===== src/rtl/mig_cmd_sched_if.sv =====
// mig_cmd_sched_if: MIG user (app_*) command, write-data and read-return signals
//   master: scheduler side (drives app_en/cmd/addr and app_wdf_*)
//   slave : MIG side (drives app_rdy, app_wdf_rdy and app_rd_data*)
interface mig_cmd_sched_if #(
    parameter int APP_AW = 28,
    parameter int DW     = 128
);
    logic              app_en;
    logic [2:0]        app_cmd;
    logic [APP_AW-1:0] app_addr;
    logic              app_rdy;
    logic              app_wdf_wren;
    logic              app_wdf_end;
    logic [DW-1:0]     app_wdf_data;
    logic [DW/8-1:0]   app_wdf_mask;
    logic              app_wdf_rdy;
    logic [DW-1:0]     app_rd_data;
    logic              app_rd_data_valid;
    modport master (
        output app_en, app_cmd, app_addr, app_wdf_wren, app_wdf_end, app_wdf_data, app_wdf_mask,
        input  app_rdy, app_wdf_rdy, app_rd_data, app_rd_data_valid
    );
    modport slave (
        input  app_en, app_cmd, app_addr, app_wdf_wren, app_wdf_end, app_wdf_data, app_wdf_mask,
        output app_rdy, app_wdf_rdy, app_rd_data, app_rd_data_valid
    );
endinterface


===== src/rtl/mig_cmd_sched.sv =====
// mig_cmd_sched: pops the request queue and issues read/write commands to the MIG app interface
//   mclk/mrst_n       : clock, async active-low reset
//   request queue     : rqempty, qraddr, rd_bwt in; rnext pop pulse out
//   write-data buffer : wbuf_valid/data/mask in; wbuf_pop pulse out
//   app               : MIG user interface (command, write data, read return)
//   rdata/rdata_valid : read return to requester, one cycle after the MIG
//   busy, rd_err      : activity flag, sticky unexpected-read-data flag
module mig_cmd_sched #(
    parameter int APP_AW = 28,
    parameter int DW     = 128,
    parameter int MAX_RD = 4
) (
    input  logic            mclk,
    input  logic            mrst_n,
    input  logic            init_calib_complete,
    input  logic            rqempty,
    input  logic [31:0]     qraddr,
    input  logic            rd_bwt,
    output logic            rnext,
    input  logic            wbuf_valid,
    input  logic [DW-1:0]   wbuf_data,
    input  logic [DW/8-1:0] wbuf_mask,
    output logic            wbuf_pop,
    mig_cmd_sched_if.master app,
    output logic [DW-1:0]   rdata,
    output logic            rdata_valid,
    output logic            busy,
    output logic            rd_err
);
    typedef enum logic [2:0] {IDLE, WDATA, WCMD, RCMD, POP} state_t;
    localparam logic [2:0] MAX = 3'(MAX_RD);

    state_t            state, state_d;
    logic [2:0]        rd_cnt;
    logic              en_q, en_d, wren_q, wren_d, rnext_d, wpop_d, inc, dec;
    logic [2:0]        cmd_q, cmd_d;
    logic [APP_AW-1:0] addr_q, addr_d;
    logic [DW-1:0]     wdata_q, wdata_d;
    logic [DW/8-1:0]   wmask_q, wmask_d;
    logic              unused_hi;

    assign unused_hi = ^qraddr[31:APP_AW];

    always_comb begin
        state_d = state;
        en_d    = en_q;
        wren_d  = wren_q;
        cmd_d   = cmd_q;
        addr_d  = addr_q;
        wdata_d = wdata_q;
        wmask_d = wmask_q;
        rnext_d = 1'b0;
        wpop_d  = 1'b0;
        inc     = 1'b0;
        case (state)
            IDLE: if (init_calib_complete && !rqempty) begin
                if (rd_bwt && rd_cnt < MAX) begin
                    state_d = RCMD;
                    en_d    = 1'b1;
                    cmd_d   = 3'b001;
                    addr_d  = qraddr[APP_AW-1:0];
                end else if (!rd_bwt && wbuf_valid) begin
                    // beat is captured here, so wbuf_valid may drop afterwards
                    state_d = WDATA;
                    wren_d  = 1'b1;
                    cmd_d   = 3'b000;
                    addr_d  = qraddr[APP_AW-1:0];
                    wdata_d = wbuf_data;
                    wmask_d = wbuf_mask;
                end
            end
            WDATA: if (app.app_wdf_rdy) begin
                state_d = WCMD;
                wren_d  = 1'b0;
                wpop_d  = 1'b1;
                en_d    = 1'b1;
            end
            WCMD: if (app.app_rdy) begin
                state_d = POP;
                en_d    = 1'b0;
                rnext_d = 1'b1;
            end
            RCMD: if (app.app_rdy) begin
                state_d = POP;
                en_d    = 1'b0;
                rnext_d = 1'b1;
                inc     = 1'b1;
            end
            // dead cycle: lets the queue head settle after the pop
            POP: state_d = IDLE;
            default: state_d = IDLE;
        endcase
    end

    // read data with nothing outstanding is flagged but never underflows the count
    assign dec = app.app_rd_data_valid && rd_cnt != 3'd0;

    always_ff @(posedge mclk or negedge mrst_n) begin
        if (!mrst_n) begin
            state       <= IDLE;
            rd_cnt      <= 3'd0;
            en_q        <= 1'b0;
            wren_q      <= 1'b0;
            cmd_q       <= 3'd0;
            addr_q      <= '0;
            wdata_q     <= '0;
            wmask_q     <= '0;
            rnext       <= 1'b0;
            wbuf_pop    <= 1'b0;
            rdata       <= '0;
            rdata_valid <= 1'b0;
            rd_err      <= 1'b0;
        end else begin
            state       <= state_d;
            rd_cnt      <= rd_cnt + {2'b0, inc} - {2'b0, dec};
            en_q        <= en_d;
            wren_q      <= wren_d;
            cmd_q       <= cmd_d;
            addr_q      <= addr_d;
            wdata_q     <= wdata_d;
            wmask_q     <= wmask_d;
            rnext       <= rnext_d;
            wbuf_pop    <= wpop_d;
            rdata       <= app.app_rd_data;
            rdata_valid <= app.app_rd_data_valid;
            rd_err      <= rd_err | (app.app_rd_data_valid && rd_cnt == 3'd0);
        end
    end

    assign app.app_en       = en_q;
    assign app.app_cmd      = cmd_q;
    assign app.app_addr     = addr_q;
    assign app.app_wdf_wren = wren_q;
    assign app.app_wdf_end  = wren_q;
    assign app.app_wdf_data = wdata_q;
    assign app.app_wdf_mask = wmask_q;
    assign busy             = state != IDLE || rd_cnt != 3'd0;
endmodule

===== src/flat_wrapper.sv =====
// flat-port wrapper written by rule: the top's interface ports become plain ports
module mig_cmd_sched_flat 
#(
    parameter int APP_AW = 28,
    parameter int DW     = 128,
    parameter int MAX_RD = 4
)
  (mclk, mrst_n, init_calib_complete, rqempty, qraddr, rd_bwt, rnext, wbuf_valid, wbuf_data, wbuf_mask, wbuf_pop, rdata, rdata_valid, busy, rd_err, app_app_en, app_app_cmd, app_app_addr, app_app_wdf_wren, app_app_wdf_end, app_app_wdf_data, app_app_wdf_mask, app_app_rdy, app_app_wdf_rdy, app_app_rd_data, app_app_rd_data_valid);
  mig_cmd_sched_if #(.APP_AW(APP_AW), .DW(DW)) app_i ();
  input  logic mclk;
  input  logic mrst_n;
  input  logic init_calib_complete;
  input  logic rqempty;
  input  logic [31:0] qraddr;
  input  logic rd_bwt;
  output logic rnext;
  input  logic wbuf_valid;
  input  logic [DW-1:0] wbuf_data;
  input  logic [DW/8-1:0] wbuf_mask;
  output logic wbuf_pop;
  output logic [DW-1:0] rdata;
  output logic rdata_valid;
  output logic busy;
  output logic rd_err;
  output wire logic [$bits(app_i.app_en)-1:0] app_app_en;
  output wire logic [$bits(app_i.app_cmd)-1:0] app_app_cmd;
  output wire logic [$bits(app_i.app_addr)-1:0] app_app_addr;
  output wire logic [$bits(app_i.app_wdf_wren)-1:0] app_app_wdf_wren;
  output wire logic [$bits(app_i.app_wdf_end)-1:0] app_app_wdf_end;
  output wire logic [$bits(app_i.app_wdf_data)-1:0] app_app_wdf_data;
  output wire logic [$bits(app_i.app_wdf_mask)-1:0] app_app_wdf_mask;
  input wire logic [$bits(app_i.app_rdy)-1:0] app_app_rdy;
  input wire logic [$bits(app_i.app_wdf_rdy)-1:0] app_app_wdf_rdy;
  input wire logic [$bits(app_i.app_rd_data)-1:0] app_app_rd_data;
  input wire logic [$bits(app_i.app_rd_data_valid)-1:0] app_app_rd_data_valid;
  assign app_app_en = app_i.app_en;
  assign app_app_cmd = app_i.app_cmd;
  assign app_app_addr = app_i.app_addr;
  assign app_app_wdf_wren = app_i.app_wdf_wren;
  assign app_app_wdf_end = app_i.app_wdf_end;
  assign app_app_wdf_data = app_i.app_wdf_data;
  assign app_app_wdf_mask = app_i.app_wdf_mask;
  assign app_i.app_rdy = app_app_rdy;
  assign app_i.app_wdf_rdy = app_app_wdf_rdy;
  assign app_i.app_rd_data = app_app_rd_data;
  assign app_i.app_rd_data_valid = app_app_rd_data_valid;
  mig_cmd_sched #(.APP_AW(APP_AW), .DW(DW), .MAX_RD(MAX_RD)) u_core (.mclk(mclk), .mrst_n(mrst_n), .init_calib_complete(init_calib_complete), .rqempty(rqempty), .qraddr(qraddr), .rd_bwt(rd_bwt), .rnext(rnext), .wbuf_valid(wbuf_valid), .wbuf_data(wbuf_data), .wbuf_mask(wbuf_mask), .wbuf_pop(wbuf_pop), .app(app_i), .rdata(rdata), .rdata_valid(rdata_valid), .busy(busy), .rd_err(rd_err));
endmodule

===== config.mk =====
export PLATFORM = sky130hd
export DESIGN_NAME = mig_cmd_sched_flat
export DESIGN_NICKNAME = d
export VERILOG_FILES = /design/src/rtl/mig_cmd_sched_if.sv /design/src/rtl/mig_cmd_sched.sv /design/src/flat_wrapper.sv
export SDC_FILE = /design/constraint.sdc
export NUM_CORES = 1
export LEC_CHECK = 0
export CAP_MARGIN = 20
export CELL_PAD_IN_SITES_DETAIL_PLACEMENT = 1
export CELL_PAD_IN_SITES_GLOBAL_PLACEMENT = 1
export CORE_AREA = 2 2 246 248
export DETAILED_ROUTE_END_ITERATION = 6
export DIE_AREA = 0 0 248 250
export DONT_BUFFER_PORTS = 1
export MAX_ROUTING_LAYER = met4
export PLACE_DENSITY_LB_ADDON = 0.08
export SLEW_MARGIN = 20
export SYNTH_ARGS = -nofsm -noshare
export SYNTH_HDL_FRONTEND = slang
export SYNTH_SLANG_ARGS = --single-unit

===== constraint.sdc =====
create_clock -name mclk -period 5.48 [get_ports mclk]
set_input_delay 1.096 -clock mclk [delete_from_list [all_inputs] [get_ports mclk]]
set_output_delay 1.096 -clock mclk [all_outputs]
set_load 0.1 [all_outputs]

### Yosys cells after proc, flatten, opt, wreduce, memory -nomap -nowiden

Index checks and enable logic that the tools add are counted.

* bits in registers: 315
* bits of input ports: 313
* word-level logic and storage cells: 74

* add/sub/neg operators: 2
* magnitude comparators: 1
* equality and inequality tests: 10
* mux-type cells: 25
* bitwise logic cells: 2
* reduce and logical (&&, ||, !) cells: 21

Operators by type and width (number)
* $mux W28: 2
* $mux W3: 7
* $mux W1: 13
* $reduce_and A5 Y1: 2
* $pmux W3 S3: 1
* $reduce_bool A3 Y1: 3
* $ne A2 B1 Y1 const B: 4
* $reduce_and A4 Y1: 2
* $eq A3 B2 Y1 const B: 2
* $logic_not A3 Y1: 2
* $logic_and A1 B1 Y1: 5
* $ne A2 B2 Y1 const B: 2
* $reduce_bool A2 Y1: 2
* $add A3 B1 Y3: 1
* $eq A3 B1 Y1 const B: 1
* $lt A3 B3 Y1 const B: 1
* $ne A3 B1 Y1 const B: 1
* $pmux W1 S3: 1
* $reduce_and A3 Y1: 1
* $sub A3 B1 Y3: 1
* $logic_not A1 Y1: 2
* $pmux W1 S2: 1
* $reduce_or A2 Y1: 1
* $logic_or A1 B1 Y1: 1
* 2 further kinds: 2

### Longest topological paths before layout

Gate-level depths: netlist of the first run.

* depth in word-level cells: 6
* mapped depth: 8

### Worst setup path after synthesis of the first run

No wires, ideal clock.

* path kind: register to output
* start point: register u_core.wren_q (netlist: u_core.app.app_wdf_end)
* end point: output port app_app_wdf_wren
* data arrival time: 1340 ps
* data required time: 4384 ps
* path slack: 3044 ps
* cell stages (with the launch flop): 2
* buffers on the path: 1
* cell sequence: dfrtp_1 > buf_4

RTL lines
* from (decl): line mig_cmd_sched.sv:35 `logic en_q, en_d, wren_q, wren_d, rnext_d, wpop_d, inc, dec;`
* from (signal assigned): line mig_cmd_sched.sv:117 `wren_q <= wren_d;`
* to (decl): line flat_wrapper.sv:28 `output wire logic [$bits(app_i.app_wdf_wren)-1:0] app_app_wdf_wren;`

No word-level cell between the ends.

### Worst setup path in the final report of the first run

* start point: register u_core.rd_cnt[2]
* end point: output port busy

* word-level cells in the longest chain between the ends: 2

RTL lines
* from (decl): line mig_cmd_sched.sv:34 `logic [2:0] rd_cnt;`
* from (signal assigned): line mig_cmd_sched.sv:115 `rd_cnt <= rd_cnt + {2'b0, inc} - {2'b0, dec};`
* $reduce_bool A3 Y1: line mig_cmd_sched.sv:137 `assign busy = state != IDLE || rd_cnt != 3'd0;`
* $logic_or A1 B1 Y1: line mig_cmd_sched.sv:137
* to (decl): line flat_wrapper.sv:23 `output logic busy;`

No other way between the ends.

==> metrics, run 1 <==
CP Data Required Time=about 4.4 ns; drt total wl=30400 µm; via/cell ratio=3.45; drt first pass iters=4; Area Overhead vs Synth=19.0%; pin count of the biggest net entering global routing=314; CP Max Fanout=3; Clk Latency, worst-skew pair=0.54 ns; Reg-to-Reg Start=u_core.state[0]; Largest stage delay, worst path=a little over 0.7 ns; WL/cell=22.0 µm; Initial Util=17.3%; skew final=0.0140 ns; Slew Limit Headroom=approximately 31%; final hold vios=0; status=complete, no violations; Clock transition at path regs=0.06 ns; critical path capture point type=primary output; hold crit path type=in -> async; first-pass GRT wire length=42400 µm; GRT Overall Usage=9.71%; share of cells above drive strength 1=between 30% and 40%; CTS Hold Bufs=0; reg-to-reg slack, setup=3.18 ns; Max Slew Vio Count=0; drt drc=0; GRT met1 Usage=9.24%; CP max stage cell=nand2_1; CTS tree=done; worst path cell trace=nor3_1 -> nand2_1; Clock Path Buffers=3; Cell Area, Synth=just over 10000 µm²; Startpoint Class=flop; YS warnings=0; total CTS buffers=38; kind of critical path=reg -> out; GRT met3 Usage=4.75%; Yosys reg bits=313; Die Footprint=62000 µm²; clk root buf=clkbuf_16; Top-Level Pins=624; vias in the first global route=5701; # Max-Cap Violations=0; Port Buffers=0; GRT Max-Usage Layer=met2; Initial DRC Count=130; Distinct cells, synth=28; H-tree depth=2; global route overflow=0; end of the worst register-to-register path=u_core.app.app_wdf_data[66]; worst r2r path cells=4; register area share after synthesis=75.8%; Die H=roughly 250 µm; Syn Area/Cell=18.8 µm²; fin crit share=57.4%; Mapped Cells=548; RD Place Congestion=approximately 0.71; initial antenna violation count=4; min Tclk post-route=between 3 and 4 ns; RSZ-0062 raised after global routing=false; Nets=~890; Final Setup Violations=0; die span in x=248 µm; Detail Placement HPWL=22300 µm; Max Clock Freq=0.318 GHz; post-CTS setup repair buffer count=0; FP Rows=90; post-route ant nets=0; GR Util met2=16.9%; post_cts resized=0; Slew @ Worst Pin=1.04 ns; CTS Sinks=313; core area=59600 µm²; Setup TNS=0 ns; DR vias=4771; Worst EP arrival=2.05 ns
## placed cells by master, fill, tap and decap left out, drive strengths merged, types with 3 or more instances in the layout
master,netlist,layout
nand2,3,3
dfrtp,313,313
o21ai,3,3
nor3,5,5
inv,7,9
clkinv,0,5
clkbuf,0,55
nor2b,4,4
nor2,4,4
mux2,172,172
diode,0,5
## per-stage QoR
stage	worst slack, ns	instances	hold slack, ns	cell area, µm²	utilization (%)
after global routing	2.14	1381	0.206	12300	20.6
after global placement	2.66	1311	0.573	11000	18.5
after CTS	2.23	1377	0.200	12300	20.6
final	2.34	1382	0.251	12300	20.6
after floorplan	3.04	549	0.524	10300	-
after detailed placement	2.61	1311	0.598	11000	18.5
## worst max-delay path: cells and delay by family, from the launching register on
family           cells  cell delay [ns]
AND/OR/NAND/NOR      2             1.08
flip-flops           1             0.43
## cells by family (layout without fill, tap and decap cells)
logic type	Yosys count	in the layout	share of synthesized area, %
flops	313	313	75.8
simple gates	19	19	1.08
mux	172	172	18.8
other cells	1	7	0.0363
buf+inv	29	75	3.08
xor+xnor	2	2	0.170
fa+ha+maj	3	3	0.436
compound gates	9	9	0.606
## layout make-up
type,count,area (µm²)
well taps,782,978
diodes,5,12.5
inverters,7,26.3
multi-input cells,207,2180
flip-flops and latches,313,7830
clock inverters,11,129
repair buffers,2,27.5
clock buffers,55,1110
fillers,6419,47300
## synthesized netlist by cell type
master | instances | area, µm²
o22ai_1 | 1 | 6.26
buf_12 | 1 | 20.0
nand2_1 | 3 | 11.3
fa_1 | 1 | 20.0
and2_1 | 1 | 6.26
a31oi_1 | 1 | 6.26
o21ba_2 | 1 | 10.0
inv_1 | 7 | 26.3
nor2b_1 | 4 | 25.0
buf_8 | 14 | 210
mux2_2 | 162 | 1820
nor2_1 | 4 | 15.0
buf_2 | 1 | 5.00
buf_4 | 3 | 22.5
o211ai_1 | 1 | 7.51
mux2_1 | 10 | 113
xnor2_1 | 2 | 17.5
o21ai_0 | 3 | 15.0
nand2b_1 | 1 | 6.26
o311a_1 | 1 | 10.0
conb_1 | 1 | 3.75
a21o_1 | 1 | 7.51
ha_1 | 2 | 25.0
dfrtp_1 | 313 | 7830
nor3_4 | 1 | 16.3
buf_6 | 3 | 33.8
nor3_1 | 4 | 20.0
and3_4 | 1 | 11.3
## layer usage
layer	part of all wire, %	routed length (µm)
met5	0	0
met4	2.5	750
met3	11	3440
met2	54	16400
met1	32	9800
## flip-flops by register name, summed over array words and instances, names as in the netlist, 3 cells and up
| signal | count |
|---|---|
| u_core.app.app_wdf_data | 128 |
| u_core.rdata | 128 |
| u_core.app.app_addr | 28 |
| u_core.app.app_wdf_mask | 16 |
| u_core.rd_cnt | 3 |
| u_core.state | 3 |
## worst max path at each step
stage / start / slack (ns) / cells after the start / to
CTS: u_core.rd_cnt[2] / 2.23 / 2 / busy
global route: u_core.rd_cnt[2] / 2.14 / 2 / busy
floorplan: u_core.app.app_wdf_end / 3.04 / 1 / app_app_wdf_wren
detailed placement: init_calib_complete / 2.61 / 4 / u_core.app.app_wdf_data[93]
global placement: init_calib_complete / 2.66 / 4 / u_core.app.app_wdf_data[59]
finish: u_core.rd_cnt[2] / 2.34 / 2 / busy
Power of run 1 is not shown: default switching activity piles up to over one toggle a cycle in this logic, so the estimate is an artifact.
==> run 2, diff against run 1 <==
Settings changed: CORE_AREA 2 2 246 248 to 2 2 245 247, DIE_AREA 0 0 248 250 to 0 0 247 249.
Clock period 5.48 ns to 2.8 ns, I/O delays scaled along.
==> run 2 against run 1 <==
Against the previous run: the flow now finishes with violations (hold timing); global-route usage rose by 0.87 points; clock skew rose by 0.0036 ns; hold slack got worse by 0.52 ns; critical path depth rose by 1; flip-flop and latch count did not move; via count rose by 12%; routed wire length rose by 7.0%; first-iteration DRC count rose by 36%; count of clock-buffer cells in the layout did not move; setup slack got worse by 1.8 ns; non-clock buffer count rose by 144; core utilization rose by 2.8 points.
==> metrics, run 2 (same netlist as run 1, synthesis figures left out) <==
CP max stage cell=dfrtp_1; Clk Latency, worst-skew pair=around 0.54 ns; CTS Hold Bufs=124; first-pass GRT wire length=46300 µm; CP Data Required Time=2.24 ns; final hold vios=313; share of cells above drive strength 1=33.5%; die span in x=247 µm; via/cell ratio=3.52; drt drc=0; most frequent cells in the layout=312 x dfrtp_1, 162 x mux2_2, 124 x dlygate4sd3_1, 39 x clkbuf_16, 19 x buf_4; reg-to-reg slack, setup=0.64 ns; fin crit share=81.1%; Die H=249 µm; delay-heaviest family, CP=simple AND/OR/NAND/NOR gates; Largest stage delay, worst path=0.41 ns; clk root buf=clkbuf_16; post_cts resized=0; WL met2=~17000 µm; Slew Limit Headroom=33.7%; Reg area=7830 µm²; CP Max Fanout=3; # Max-Cap Violations=0; Top-Level Pins=624; # fillers=6320; Initial Util=17.6%; Startpoint Class=flop; Die Footprint=a little over 60000 µm²; Area Overhead vs Synth=33.0%; core area=58700 µm²; RSZ-0062 raised after global routing=false; Clock Path Buffers=3; total CTS buffers=38; initial antenna violation count=8; kind of critical path=reg -> out; Setup TNS=0 ns; skew final=0.0176 ns; WL/cell=21.4 µm; hold crit path type=in -> async; critical path capture point type=primary output; worst path cell trace=nor3_1 -> nand2_1 -> buf_4; Nets=roughly 1.0k; global route overflow=0; CP bufs+invs=1; Min Hold Slack=-0.269 ns; Met1 Wirelength=roughly 11000 µm; failing checks=hold timing; Slew @ Worst Pin=about 1 ns; Initial DRC Count=177; uppermost routed layer=met4; commonest non-fill, non-tap cell in the layout=dfrtp_1; Final Setup Violations=0; Max Clock Freq=0.440 GHz; CTS tree=done; drt first pass iters=4; post-CTS setup repair buffer count=0; status=complete, but fails checks; area occupied by multi-input gates=2180 µm²; DR vias=5346; Port Buffers=0; RD Place Congestion=roughly 0.76; CTS Sinks=313; drt total wl=32500 µm; min Tclk post-route=2.27 ns; pin count of the biggest net entering global routing=314; Worst EP arrival=1.71 ns; WL met3=3540 µm; vias in the first global route=around 6.4k; Detail Placement HPWL=23800 µm; post-route ant nets=0; GRT Overall Usage=about a tenth; H-tree depth=2; Max Slew Vio Count=0; FP Rows=89; Clock transition at path regs=about 0.060 ns
[run 2: cell types whose count changed in the layout (fill, tap and decap cells not counted)]
cell,previous run,this run
diode_2,5,6
inv_16,1,0
clkbuf_8,7,8
clkinv_4,0,2
buf_12,1,3
dlygate4sd3_1,0,124
clkinv_8,0,2
buf_4,1,19
clkbuf_1,9,8
clkinvlp_4,2,1
[run 2: worst register-to-register path: cells and delay by family, from the launching register on]
| family | cells | cell delay [ns] |
|---|---|---|
| buf+inv | 1 | 0.32 |
| simple gates | 2 | 0.82 |
| flops | 1 | 0.46 |
| mux | 1 | 0.42 |
[run 2: path summary, 6_finish.rpt]
kind,startpoint,end,cells past startpoint
max,u_core.rd_cnt[2],busy,3
min,mrst_n,u_core.rdata[1],0
max reg2reg,u_core.state[0],u_core.app.app_wdf_data[63],4
min reg2reg,u_core.app.app_wdf_data[25],u_core.app.app_wdf_data[25],1
max in group asynchronous,mrst_n,u_core.rdata[116],0
min in group mclk,app_app_rd_data[63],u_core.rdata[63],0
[run 2: layer usage]
metal | track usage (%) | up-vias
met1 | 10.1 | 2773
met3 | 4.71 | 50
met5 | - | -
met2 | 18.9 | 312
met4 | 3.34 | 0
li1 | - | 2211
[run 2: cell type report]
cell class                 count  area share, %
sequential                   313           57.0
antenna                        6          0.109
clock inverter                13           1.10
clock buffer                  55           8.13
timing repair buffer         146           10.5
inverter                       7          0.191
multi-input combinational    207           15.9
tap                          773           7.04
[run 2: stage by stage]
stage	utilization [%]	hold WS, ns	setup WS, ns	cell area [µm²]	instances
floorplan	-	0.264	0.900	10300	549
global placement	19.1	0.274	0.629	11200	1322
detailed placement	19.1	0.275	0.576	11200	1322
CTS	23.4	-0.323	0.464	13700	1514
global route	23.4	-0.325	0.374	13700	1520
finish	23.4	-0.269	0.529	13700	1520
Power of run 2 is left out for the same reason.
